--- src/rtl/instr_fetch_stage.sv ---
// ============================================================================
// instr_fetch_stage : PC owner, 1-cycle imem requester, IF/ID register + skid
// Revision 1.0
// ============================================================================
`default_nettype none

module instr_fetch_stage #(
   parameter int                    ADDR_WIDTH   = 32,
   parameter int                    INSTR_WIDTH  = 32,
   parameter int                    OPCODE_WIDTH = 5,
   parameter logic [ADDR_WIDTH-1:0] RESET_PC     = '0
) (
   input  logic                    clk,
   input  logic                    rst,
   output logic                    imem_req,
   output logic [ADDR_WIDTH-1:0]   imem_addr,
   input  logic [INSTR_WIDTH-1:0]  imem_rdata,
   input  logic                    stallD,
   input  logic                    flushD,
   input  logic                    branchTakenE,
   input  logic [ADDR_WIDTH-1:0]   branchTargetE,
   output logic [INSTR_WIDTH-1:0]  instrD,
   output logic [OPCODE_WIDTH-1:0] opcodeD,
   output logic [ADDR_WIDTH-1:0]   pcD,
   output logic                    validD
);

   typedef enum logic [1:0] {
      BOOT     = 2'd0,
      RUN      = 2'd1,
      REDIRECT = 2'd2
   } state_t;

   state_t                 state_q,       state_d;
   logic [ADDR_WIDTH-1:0]  pc_f_q,        pc_f_d;
   logic                   inflight_q,    inflight_d;
   logic [ADDR_WIDTH-1:0]  inflight_pc_q, inflight_pc_d;
   logic                   skid_valid_q,  skid_valid_d;
   logic [INSTR_WIDTH-1:0] skid_instr_q,  skid_instr_d;
   logic [ADDR_WIDTH-1:0]  skid_pc_q,     skid_pc_d;
   logic                   ifid_valid_q,  ifid_valid_d;
   logic [INSTR_WIDTH-1:0] ifid_instr_q,  ifid_instr_d;
   logic [ADDR_WIDTH-1:0]  ifid_pc_q,     ifid_pc_d;
   logic                   req_w;

   // A taken branch suppresses issue so no wrong-path word is ever requested.
   assign req_w = (state_q != BOOT) && !stallD && !branchTakenE;

   always_comb begin
      state_d       = state_q;
      pc_f_d        = pc_f_q;
      inflight_d    = 1'b0;
      inflight_pc_d = inflight_pc_q;
      skid_valid_d  = skid_valid_q;
      skid_instr_d  = skid_instr_q;
      skid_pc_d     = skid_pc_q;
      ifid_valid_d  = ifid_valid_q;
      ifid_instr_d  = ifid_instr_q;
      ifid_pc_d     = ifid_pc_q;

      case (state_q)
         BOOT:    state_d = RUN;
         default: state_d = branchTakenE ? REDIRECT : RUN;
      endcase

      if (req_w) begin
         pc_f_d        = pc_f_q + ADDR_WIDTH'(4);
         inflight_d    = 1'b1;
         inflight_pc_d = pc_f_q;
      end

      if (branchTakenE) begin
         pc_f_d       = branchTargetE & ~ADDR_WIDTH'(3);
         skid_valid_d = 1'b0;
         ifid_valid_d = 1'b0;
      end else begin
         if (flushD) begin
            skid_valid_d = 1'b0;
            ifid_valid_d = 1'b0;
         end
         if (!stallD) begin
            // Skid and an in-flight response never coexist: stalls issue nothing.
            if (skid_valid_q && !flushD) begin
               ifid_valid_d = 1'b1;
               ifid_instr_d = skid_instr_q;
               ifid_pc_d    = skid_pc_q;
               skid_valid_d = 1'b0;
            end else if (inflight_q) begin
               ifid_valid_d = 1'b1;
               ifid_instr_d = imem_rdata;
               ifid_pc_d    = inflight_pc_q;
            end else begin
               ifid_valid_d = 1'b0;
            end
         end else if (inflight_q) begin
            skid_valid_d = 1'b1;
            skid_instr_d = imem_rdata;
            skid_pc_d    = inflight_pc_q;
         end
      end
   end

   always_ff @(posedge clk) begin
      if (rst) begin
         state_q       <= BOOT;
         pc_f_q        <= RESET_PC;
         inflight_q    <= 1'b0;
         inflight_pc_q <= '0;
         skid_valid_q  <= 1'b0;
         skid_instr_q  <= '0;
         skid_pc_q     <= '0;
         ifid_valid_q  <= 1'b0;
         ifid_instr_q  <= '0;
         ifid_pc_q     <= '0;
      end else begin
         state_q       <= state_d;
         pc_f_q        <= pc_f_d;
         inflight_q    <= inflight_d;
         inflight_pc_q <= inflight_pc_d;
         skid_valid_q  <= skid_valid_d;
         skid_instr_q  <= skid_instr_d;
         skid_pc_q     <= skid_pc_d;
         ifid_valid_q  <= ifid_valid_d;
         ifid_instr_q  <= ifid_instr_d;
         ifid_pc_q     <= ifid_pc_d;
      end
   end

   assign imem_req  = req_w;
   assign imem_addr = pc_f_q;
   assign instrD    = ifid_instr_q;
   assign pcD       = ifid_pc_q;
   assign validD    = ifid_valid_q;
   assign opcodeD   = ifid_valid_q ? ifid_instr_q[INSTR_WIDTH-1 -: OPCODE_WIDTH] : '0;

endmodule

`default_nettype wire

--- config.mk ---
export PLATFORM = sky130hd
export DESIGN_NAME = instr_fetch_stage
export DESIGN_NICKNAME = d
export VERILOG_FILES = /design/src/rtl/instr_fetch_stage.sv
export SDC_FILE = /design/constraint.sdc
export NUM_CORES = 1
export LEC_CHECK = 0
export CAP_MARGIN = 5
export CORE_AREA = 4 4 130 132
export CTS_CLUSTER_DIAMETER = 120
export DETAILED_ROUTE_END_ITERATION = 7
export DIE_AREA = 0 0 134 136
export GPL_ROUTABILITY_DRIVEN = 0
export PLACE_DENSITY = 0.83
export SYNTH_ARGS = -nofsm -noshare
export SYNTH_HDL_FRONTEND = slang
export SYNTH_SLANG_ARGS = --single-unit
--- constraint.sdc ---
create_clock -name clk -period 2.13 [get_ports clk]
set_clock_uncertainty 0.05 [all_clocks]
set_input_delay 0.213 -clock clk [delete_from_list [all_inputs] [get_ports clk]]
set_output_delay 0.213 -clock clk [all_outputs]
set_load 0.02 [all_outputs]
Word level (Yosys, flattened, before mapping)
Index checks and enable logic that the tools add are counted.
{ "classes": {"magnitude_cmp": 0, "shifts": 0, "n_eq_ne": 1, "mux": 18, "n_mul": 0, "n_reduce_logical": 14, "div": 0, "addsub": 1, "bitwise": 2} }
{ "op_table": {"columns": ["cell", "n"], "rows": [
  ["32-bit 2-to-1 mux", 6],
  ["32-bit by 3-bit adder with 32-bit output, second input constant", 1],
  ["1-bit 2-to-1 mux", 10],
  ["3-bit AND reduction", 2],
  ["2-bit nonzero test", 3],
  ["5-bit 2-to-1 mux", 1],
  ["2-bit OR reduction", 2],
  ["1-bit logical AND", 3],
  ["1-bit zero test", 3],
  ["2-bit zero test", 1],
  ["2-bit 2-to-1 mux", 1],
  ["2-bit by 1-bit != test with 1-bit output, second input constant", 1],
  ["1-bit NOT", 2]
]} }
{ "totals": {"latch_bits": 0, "mem_bits_rw": 0, "mem_count": 0, "romBits": 0, "out_inout_bits": 103, "ff_bits": 197, "in_bits": 69} }

Logic depth before layout (Yosys ltp)
{ "depth": {"word_depth": 5, "mapped_depth": 8, "depth_no_buf": 5} }

Worst setup path before layout
Ideal clock, no wire load.
{ "synth_timing": {"path_kind": "reg-to-reg", "startpoint": "register pc_f_q[2] (netlist: imem_addr[2])", "endpoint": "register pc_f_q[28] (netlist: imem_addr[28])", "path_stages_with_launch": 6, "synth_period_minus_slack_ns": 2.030, "n_path_buf": 0, "arrival_ns": 1.868, "setup_slack_ns": 0.100, "cell_sequence": "dfxtp_1 > ha_1 > inv_1 > or3_1 > o41a_1 > a2111oi_1"} }
{ "synth_via": {"elab_chain_len": 3} }
{ "synth_rtl": {"columns": ["element", "line_no", "source"], "rows": [
  ["start, declared", "35", "logic [ADDR_WIDTH-1:0] pc_f_q, pc_f_d;"],
  ["start signal, assigned", "117", "pc_f_q <= pc_f_d;"],
  ["32-bit by 3-bit adder with 32-bit output", "67", "pc_f_d = pc_f_q + ADDR_WIDTH'(4);"],
  ["32-bit 2-to-1 mux", "66", "if (req_w) begin"],
  ["32-bit 2-to-1 mux", "72", "if (branchTakenE) begin"]
]} }
Every way passes these cells. The select of a mux whose other input is x is not followed.
A chain may end at the register's enable or synchronous reset.

Worst setup path in the final report
{ "layout_timing": {"startpoint": "register pc_f_q[3] (netlist: imem_addr[3])", "endpoint": "register pc_f_q[28] (netlist: imem_addr[28])"} }
The elaborated chain is that of the path after synthesis.

==> qor.yml <==
cts:
  insertion_delay_ns: 0.43
  cts_inserted_buffers: 17
  clock_sinks: 189
  clk_pin_slew_ns: 0.07
  clockRootBuffer: "clkbuf_16"
  cts_buffer_depth: 2
  tritoncts: "yes"
  htree_levels: 4
  cts_hold_buffers: 0
global_route:
  antenna_found_initial: 0
  grt_pass1_wl_microns: 33800
  grt_start_max_net_pins: 87
  overflow: 0
  grt_pass1_vias: 6796
  grt.total_usage: 0.229
routing:
  drt_wl_total_microns: 20700
  vias_per_cell: 5.48
  wl_per_cell_microns: 15.7
  route.vias.total: 7243
  drc: 0
  drt_pass1_iterations: 5
  drtAntennaViolNets: 0
  drtIter0Drc: 446
min_path:
  hold_depth: 2
  min_path_type: "input pin to flop"
  whs_endpoint: "imem_addr[2]$_SDFFE_PP0P_"
  hp-start: "rst"
timing:
  setup_slack_ns: 0.205
  rsz0062_at_grt: "no"
  drv_slew: 0
  min_period_ns: 1.92
  tightest_slew_ns: 0.668
  max_freq_mhz: 520
  fin_crit_sh: 0.904
  finalHoldViolCount: 0
  setup_viol: 0
  max-slew-margin-rel: 0.555
finish:
  multi_input_area_sq_um: 3820
  final_layout_size_suffix_gt1_frac: 0.0814
  fin_area_sq_um: 10600
  fill_cells: 1285
  area_growth_pct: 33.5
  regArea_sq_um: 3780
  fin_cells: 1322
  finalNetCount: 1163
  diodes: 0
synth:
  syn_area_per_cell_sq_um: 8.45
  synth.area.top_cells: "dfxtp_1, nand2_1, mux2i_1, a211oi_1, a21oi_1"
  yosysMostFrequentCell: "nand2_1"
  synth_top_area_frac: 0.475
  synth-warning-count: 0
  synth_top_area_cell: "dfxtp_1"
  ys_seq_area_frac: 0.475
  synthCells: 943
  synth_edf_count: 0
  synth_common_cells: "nand2_1, dfxtp_1, a21oi_1, nor2_1, a211oi_1"
  ys_types: 51
  async_flop_share: 0
  synth_area_sq_um: 7970
  synthFlopType: "dfxtp_1"
  ys_ff_latch: 189
floorplanning:
  die_w_microns: 134
  die-area_sq_um: 18200
  initial_core_util: 0.507
  die_h_microns: 136
  ioPinCount: 172
  coreArea_sq_um: 15700
  fp-row-count: 46
power_and_ir_drop:
  cellLeakagePower_nw: 3.93
  pwr_density_cell_nw_per_um2: 748
  p_total_w: 0.00795
  peakVddDrop_v: 0.000552
place:
  port_buffers: 165
  hpwl_microns: 13900
  dp_cells: 1290
  post-place-ws_ns: -0.0243
  dpl_cell_area_sq_um: 9970
setup_path:
  end_kind: "flop"
  rr_endpoint: "imem_addr[28]$_SDFFE_PP0P_"
  worstSetupPathType: "flop to flop"
  reg2regPathDepth: 5
  worst_setup_path_start_kind: "flop"
  critPathArrivalTime_ns: 2.20
  r2r-start: "imem_addr[3]$_SDFFE_PP0P_"
  path_cells: "ha_1 -> inv_1 -> or3_1 -> o41a_1 -> a2111oi_1"
  critPathTopFamily: "compound AO/OA/AOI/OAI gates"
  worstPathMaxFanout: 5
  r2r_slack_ns: 0.21
  required_ns: 2.40
  cpPeakStageDelay_ns: 0.43
  path_buf_inv: 1
  slowest_stage: "dfxtp_1"
flow_run:
  drv_cap: 0
status:
  status: "finished clean"
==> worst max path at each step <==
stage / startpoint / to / cells past startpoint
2_1_floorplan: imem_addr[2]$_SDFFE_PP0P_ / imem_addr[28]$_SDFFE_PP0P_ / 5
3_3_place_gp: stallD / imem_addr[14]$_SDFFE_PP0P_ / 6
3_5_place_dp: stallD / imem_addr[18]$_SDFFE_PP0P_ / 5
4_1_cts: validD$_SDFFE_PP0P_ / opcodeD[3] / 2
5_1_grt: imem_addr[15]$_SDFFE_PP0P_ / imem_addr[24]$_SDFFE_PP0P_ / 4
6_report: imem_addr[3]$_SDFFE_PP0P_ / imem_addr[28]$_SDFFE_PP0P_ / 5
==> power breakdown <==
| group | switching, W | leakage (nW) | internal, W |
|---|---|---|---|
| Sequential | 0.0000933 | 1.53 | 0.00361 |
| Combinational | 0.000384 | 2.09 | 0.000348 |
| Clock | 0.00135 | 0.314 | 0.00216 |
==> state kept, by name (all words and copies together) (netlist names), 2 cells and up <==
| register | cells |
|---|---|
| instrD | 32 |
| pcD | 30 |
| inflight_pc_q | 30 |
| imem_addr | 30 |
| state_q | 2 |
| skid_pc_q | 30 |
| skid_instr_q | 32 |
==> cells in the final DEF, fill, tap and decap left out, drive strengths merged, types with 3 or more instances in the layout <==
cell type / count
a31oi: 3
clkbuf: 20
a311oi: 16
inv: 16
and4: 5
o31a: 3
nand4: 13
nand2: 200
clkdlybuf4s50: 163
a211oi: 69
mux2i: 62
nand3: 15
clkinvlp: 3
dfxtp: 189
a21oi: 99
and3: 4
buf: 43
or3: 10
or4: 7
o31ai: 8
bufinv: 5
o21ai: 9
nor4: 5
xor2: 4
or2: 3
nor3: 6
and2: 8
nor2: 89
conb: 4
==> worst reg2reg max path: cells and delay by family, from the launching register on <==
family | cells | cell delay [ns]
AOI/OAI and AO/OA | 2 | 0.68
adders and majority gates | 1 | 0.21
buffers and inverters | 1 | 0.06
DFF | 1 | 0.43
and+or+nand+nor | 1 | 0.40
==> cell families (layout without fill, tap and decap cells) <==
| kind of cell | count (synthesis) | after routing | share of synthesized area |
|---|---|---|---|
| AND/OR/NAND/NOR | 372 | 372 | 0.208 |
| AO/OA/AOI/OAI | 220 | 220 | 0.180 |
| flip-flops | 189 | 189 | 0.475 |
| buffers and inverters | 92 | 252 | 0.0496 |
| multiplexers | 62 | 62 | 0.0779 |
| XOR/XNOR | 6 | 6 | 0.00660 |
| adder cells (fa/ha/maj) | 1 | 1 | 0.00157 |
| other | 1 | 4 | 0.000471 |
==> what timing repair did <==
| item | in CTS | in global routing |
|---|---|---|
| buffers inserted | 0 | 0 |
| hold endpoints to repair | 0 | 0 |
| endpoints found under the setup margin | 1 | 0 |
| resized for setup | 1 | 0 |
==> area by class of cell <==
type / instances / area share
multi-input cells: 665 / 0.360
flip-flops and latches: 189 / 0.356
repair buffers: 207 / 0.192
clock buffers: 20 / 0.0430
well taps: 216 / 0.0254
clock inverters: 12 / 0.0195
inverters: 13 / 0.00459
==> stage by stage <==
| step | util | hold slack, ns | TNS [ns] |
|---|---|---|---|
| finish | 0.677 | 0.118 | 0 |
| global route | 0.677 | 0.115 | 0 |
| CTS | 0.677 | 0.0960 | 0 |
| detailed placement | 0.634 | 0.396 | -0.0536 |
| global placement | 0.634 | 0.390 | 0 |
| floorplan | - | 0.294 | 0 |
==> per-layer routing <==
| metal | part of all wire | track usage |
|---|---|---|
| met1 | 0.45 | 0.303 |
| met5 | 0 | 0 |
| met2 | 0.46 | 0.363 |
| met3 | 0.074 | 0.0563 |
| met4 | 0.019 | 0.0834 |
Note: power is estimated with default switching activity, not from simulation.
